### src/rtl/bht_predictor.sv
// Branch history table: NR_ROWS x INSTR_PER_FETCH 2-bit saturating counters,
// each with a valid bit. Combinational lookup by fetch PC, single-entry
// training per cycle from resolved conditional branches.
module bht_predictor #(
   parameter int unsigned VLEN            = 64,
   parameter int unsigned NR_ENTRIES      = 128,
   parameter int unsigned INSTR_PER_FETCH = 2
) (
   input  logic                       clk_i,
   input  logic                       rst_i,
   input  logic                       flush_bp_i,
   input  logic                       debug_mode_i,
   input  logic [VLEN-1:0]            vpc_i,
   input  logic                       bht_update_valid_i,
   input  logic [VLEN-1:0]            bht_update_pc_i,
   input  logic                       bht_update_taken_i,
   output logic [INSTR_PER_FETCH-1:0] bht_valid_o,
   output logic [INSTR_PER_FETCH-1:0] bht_taken_o
);

   localparam int unsigned NR_ROWS = NR_ENTRIES / INSTR_PER_FETCH;
   localparam int unsigned ROW_W   = $clog2(NR_ROWS);
   localparam int unsigned CB      = $clog2(INSTR_PER_FETCH);
   // Flat entry index = row * INSTR_PER_FETCH + column, which is exactly
   // pc[1 +: ROW_W+CB] because the column bits sit directly below the row bits.
   localparam int unsigned IDX_W   = ROW_W + CB;

   logic [NR_ENTRIES-1:0]      valid_q;
   logic [NR_ENTRIES-1:0][1:0] ctr_q;

   logic [IDX_W-1:0] upd_idx;
   logic [ROW_W-1:0] look_row;
   logic [1:0]       upd_ctr;
   logic             upd_en;

   // Only the index bits of the PCs matter; pc[0] and the upper bits are dropped.
   logic unused_pc_bits;
   assign unused_pc_bits = ^{vpc_i, bht_update_pc_i};

   assign upd_idx  = bht_update_pc_i[1 +: IDX_W];
   assign look_row = vpc_i[1+CB +: ROW_W];
   assign upd_en   = bht_update_valid_i & ~debug_mode_i & ~flush_bp_i;

   // Saturating up/down step of a 2-bit counter; never wraps.
   function automatic logic [1:0] sat_step(input logic [1:0] ctr, input logic taken);
      if (taken)
         return (ctr == 2'b11) ? 2'b11 : ctr + 2'd1;
      else
         return (ctr == 2'b00) ? 2'b00 : ctr - 2'd1;
   endfunction

   // Next counter value for the addressed entry; a fresh entry starts weakly biased.
   always_comb begin
      upd_ctr = 2'b00;
      if (valid_q[upd_idx])
         upd_ctr = sat_step(ctr_q[upd_idx], bht_update_taken_i);
      else
         upd_ctr = bht_update_taken_i ? 2'b10 : 2'b01;
   end

   // Table state: reset and flush clear everything, otherwise train one entry.
   always_ff @(posedge clk_i or posedge rst_i) begin
      if (rst_i) begin
         valid_q <= '0;
         ctr_q   <= '0;
      end else if (flush_bp_i) begin
         valid_q <= '0;
         ctr_q   <= '0;
      end else if (upd_en) begin
         valid_q[upd_idx] <= 1'b1;
         ctr_q[upd_idx]   <= upd_ctr;
      end
   end

   // Per-column combinational read of the row selected by the fetch PC.
   genvar c;
   generate
      for (c = 0; c < INSTR_PER_FETCH; c++) begin : g_col
         logic [IDX_W-1:0] look_idx;
         assign look_idx       = (IDX_W'(look_row) << CB) | IDX_W'(c);
         assign bht_valid_o[c] = valid_q[look_idx];
         assign bht_taken_o[c] = ctr_q[look_idx][1];
      end
   endgenerate

endmodule
### config.mk
export PLATFORM = sky130hd
export DESIGN_NAME = bht_predictor
export DESIGN_NICKNAME = d
export VERILOG_FILES = /design/src/rtl/bht_predictor.sv
export SDC_FILE = /design/constraint.sdc
export NUM_CORES = 1
export LEC_CHECK = 0
export CORE_ASPECT_RATIO = 0.9
export CORE_UTILIZATION = 45
export DETAILED_ROUTE_END_ITERATION = 10
export PLACE_DENSITY_LB_ADDON = 0.15
export SYNTH_ARGS = -nofsm -noshare
export SYNTH_HDL_FRONTEND = slang
export SYNTH_SLANG_ARGS = --single-unit
### constraint.sdc
create_clock -name clk_i -period 47.3 [get_ports clk_i]
set_clock_uncertainty 0.15 [all_clocks]
set_input_delay 14.19 -clock clk_i [delete_from_list [all_inputs] [get_ports clk_i]]
set_output_delay 14.19 -clock clk_i [all_outputs]
set_load 0.03 [all_outputs]
======== Word level (Yosys, flattened, before mapping) ========
Index checks and enable logic that the tools add are counted.
W data, S select, Z words.
word-level totals
  bits of input ports ..................... 134
  word-level logic and storage cells ...... 170
  flip-flop bits (word level) ............. 384
  output and inout bits ................... 4
operators by class
  bitwise logic cells ..................... 5
  reduce and logical (&&, ||, !) cells .... 3
  add/sub/neg operators ................... 2
  $lt $le $gt $ge ......................... 4
  eq/ne operators ......................... 1
  multiplexer cells ....................... 26
operator list
  cell                   count
  $mux W256              2
  $bwmux W256            1
  $mux W128              2
  $or A128 B128 Y128     1
  $bmux W2 S6            2
  $lt A7 B8 Y1 const B   3
  $mux W2                9
  $bmux W2 S7            1
  $demux W2 S7           1
  $bmux W1 S6            2
  $bmux W1 S7            1
  $demux W1 S7           1
  $ge A7 B1 Y1 const B   1
  $mux W1                4
  $add A2 B1 Y2 const B  1
  $and A1 B1 Y1          2
  $eq A2 B2 Y1 const B   1
  $logic_not A2 Y1       1
  $not A1 Y1             2
  $reduce_bool A2 Y1     1
  $sub A2 B1 Y2 const B  1
  $logic_and A1 B1 Y1    1

======== Logic depth before layout (Yosys ltp) ========
  depth after elaboration ................. 9
  depth in mapped cells ................... 18
  mapped depth without buffers ............ 8

======== Worst setup path after synthesis ========
Ideal clock, no wire load.
  path type ............................... in2out
  from .................................... in vpc_i[2]
  to ...................................... out bht_taken_o[0]
  required time ........................... 32960 ps
  data arrival time ....................... 16702 ps
  setup slack ............................. 16258 ps
  stages .................................. 5
  buffers on the path ..................... 2
  path through ............................ clkbuf_1 buf_1 mux4_2 mux4_2 mux4_2
on the way
  cells in the longest elaborated chain, start to end .. 2
ends and longest elaborated chain
  element                        RTL line  source
  start: declaration             13        input logic [VLEN-1:0] vpc_i,
  $bmux W2 S6                    82        assign bht_taken_o[c] = ctr_q[look_idx][1];
  $mux W2 (not written as such)  82
  end: declaration               18        output logic [INSTR_PER_FETCH-1:0] bht_taken_o
No other way between the ends. The select of a mux whose other input is x is not followed.

======== Final worst setup path ========
  from .................................... in vpc_i[2]
  to ...................................... out bht_taken_o[1]
Same word-level chain as after synthesis.

==> results.sh <==
export IMPL_irDropWorstVdd_mv=0.02170
export IMPL_r2r_slack_ns=42.02
export IMPL_syn_inst=2246
export IMPL_fmax_mhz=31.16
export IMPL_synth_compound_area_share_pct=20.86
export IMPL_power_density_nw_per_um2=30.24
export IMPL_design_die_area_um2=52690
export IMPL_clock_latency_ns=0.59
export IMPL_avgSynthCellArea_um2=10.37
export IMPL_synth_top_family_by_area="compound AO/OA/AOI/OAI gates"
export IMPL_pwr_share_comb_pct=12.7
export IMPL_clock_tree_buffer_depth=3
export IMPL_gr_usage_all_layers_pct=32.04
export IMPL_wl_mm=83.71
export IMPL_p_leak_nw=9.167
export IMPL_clkPwrFrac_pct=43.7
export IMPL_sw_frac_of_total_pct=29.49
export IMPL_total_power_mw=0.7555
export IMPL_p_sw_mw=0.2228
export IMPL_dr_first_iter_drc_count=2382
export IMPL_min_period_over_period_pct=67.84
export IMPL_synth_flop_cell="dfrtp_1"
export IMPL_fillers=4689
export IMPL_critPathKind="in -> out"
export IMPL_die_h_um=217.9
export IMPL_seq_power_share_pct=43.6
export IMPL_synth_xor_area_share_pct=0
export IMPL_internal_power_mw=0.5327
export IMPL_die_w_um=241.9
export IMPL_synthTopCellsByArea="dfrtp_1, mux4_2, nor2_1"
export IMPL_setup_viol_count_final=0
export IMPL_final_max_slew_violation_count=0
export IMPL_place_congestion=0.9350
export IMPL_synthAdderAreaFrac_pct=0
export IMPL_synthSimpleGateAreaFrac_pct=17.60
export IMPL_hold_buffers=0
export IMPL_avgRoutedWirePerCell_um=29.59
export IMPL_synth_most_common_cell="nor2_1"
export IMPL_hpwlAfterDp_mm=50.23
export IMPL_ctsResizeCount=0
export IMPL_synth_cell_type_count=60
export IMPL_gr_total_overflow=0
export IMPL_syn_cell_area_um2=23300
export IMPL_min_path_type="reg -> reg"
export IMPL_synth_top_area_share_pct=41.24
export IMPL_synth_edf_count=0
export IMPL_grt_max_degree=172
export IMPL_synthArstFlopShare_pct=100.0
export IMPL_slew_headroom_pct=14.84
export IMPL_clkSlewWorstSetupHoldPaths_ns=0.06
export IMPL_setup_tns_ns=0
export IMPL_worstSetupEndpointType="output port"
export IMPL_ys_seq_elements=384
export IMPL_routed_via_density=7.017
export IMPL_start_kind="input port"
export IMPL_tightest_slew_ns=1.277
export IMPL_drtPass1Iterations=6
export IMPL_finalCriticalPeriod_ns=32.09
export IMPL_core_um2=50750
export IMPL_htreeDepth=2
export IMPL_place_ws_ns=15.18
export IMPL_antenna_found_initial=4
export IMPL_pin_count=138
export IMPL_port_buffers=22
export IMPL_ys_top_cells_by_count="nor2_1, dfrtp_1, nand2_1, o211ai_1, o2111ai_1"
export IMPL_stdcell_count=2829
export IMPL_initial_core_util_pct=45.91
export IMPL_vias=19850
export IMPL_status="finished clean"
export IMPL_cts_sinks=384
export IMPL_grt_pass1_vias=19407
export IMPL_hold_slack_ns=0.3609
export IMPL_synth_mux_area_share_pct=15.35
export IMPL_syn_to_final_growth_pct=7.217
export IMPL_grt_pass1_wl_mm=129.0
export IMPL_drc=0
export IMPL_arrival_ns=17.75
export IMPL_seq_area_frac_synth_pct=41.24
export IMPL_cts_buffers=43
export IMPL_fp_row_count=78
export IMPL_drv_cap=0
export IMPL_cts_root_buf="clkbuf_16"
export IMPL_finalHoldViolCount=0
export IMPL_cts_tree="yes"
export IMPL_nets=2255
export IMPL_dp_cells=2756
export IMPL_crit_fanout=37
export IMPL_rsz0062_at_grt="false"
export IMPL_syn_nets=2380
export IMPL_post_cts_buffers=0
export IMPL_cp_required_ns=32.96
export IMPL_setup_ws_ns=15.21
export IMPL_route_antenna_remaining_nets=0
export IMPL_drive_gt1_share_pct=22.64
export IMPL_ys_warn_count=0
export IMPL_synth_area_leader_cell="dfrtp_1"
layout by cell type (no fill, tap or decap), types with 10 or more instances in the layout:
cell,instances
mux2_2,30
clkbuf_1,10
clkdlybuf4s50_1,16
a211oi_1,10
o211ai_1,136
nor3_1,11
o221ai_1,25
buf_4,43
o2111ai_1,133
nor2_1,525
a221oi_1,12
or3b_2,129
a311oi_2,81
clkbuf_16,45
mux4_2,122
a311oi_1,48
a21oi_1,19
o21ai_0,12
nand2_1,163
dfrtp_1,384
mux2i_1,49
o22ai_1,14
power by group through the flow:
stage	registers (mW)	logic [mW]	clock network (mW)
after floorplan	0.336	0.0635	0
after global placement	0.336	0.0929	0
after detailed placement	0.336	0.0941	0
after CTS	0.330	0.0941	0.334
after global routing	0.330	0.0997	0.348
final	0.330	0.0960	0.330
per-stage QoR:
step	util [%]	instance area [um2]
final	49.23	24980
after CTS	49.22	24980
after global placement	46.61	23660
after detailed placement	46.61	23660
after floorplan	-	23300
after global routing	49.22	24980
registers in the layout (all words and copies together), names as in the netlist:
signal,flops
valid_q,128
ctr_q,256
cell type report:
cell class	count	area, um2	area share, %
diodes	2	5.005	0.02003
clock buffers	61	1246	4.988
clock inverters	10	75.07	0.3005
inverters	12	52.55	0.2104
multi-input cells	1617	12610	50.47
flip-flops and latches	384	9609	38.47
well taps	680	850.8	3.406
repair buffers	63	534.3	2.139
worst max-delay path, stage by stage:
cell and delay (ns):
buf_4 0.46, buf_4 0.73, mux4_2 0.65, mux4_2 0.49
mux4_2 0.53, clkdlybuf4s50_1 0.62
logic make-up after synthesis:
| family | after synthesis |
|---|---|
| muxes | 201 |
| AOI/OAI and AO/OA | 536 |
| and+or+nand+nor | 880 |
| buffers and inverters | 245 |
| DFF | 384 |
final timing paths:
check	endpoint	startpoint	cells after the start
worst max-delay path	bht_taken_o[1]	vpc_i[2]	6
min in group asynchronous	ctr_q[44]$_DFFE_PP0P_	rst_i	2
max in group asynchronous	valid_q[12]$_DFFE_PP0P_	rst_i	4
worst max register to register	ctr_q[104]$_DFFE_PP0P_	valid_q[33]$_DFFE_PP0P_	9
worst min register to register	valid_q[21]$_DFFE_PP0P_	valid_q[21]$_DFFE_PP0P_	2
worst min-delay path	valid_q[21]$_DFFE_PP0P_	valid_q[21]$_DFFE_PP0P_	2
per-layer routing:
metal	GRT usage (%)	part of all wire [%]	routed length, um	vias up
met5	0	0.014	12	-
met4	12.62	4.0	3376	2
met3	7.925	11	9083	214
met2	46.83	43	36250	1159
met1	45.61	42	34990	10136
li1	-	-	-	8339
(Power assumes the default switching activity.)
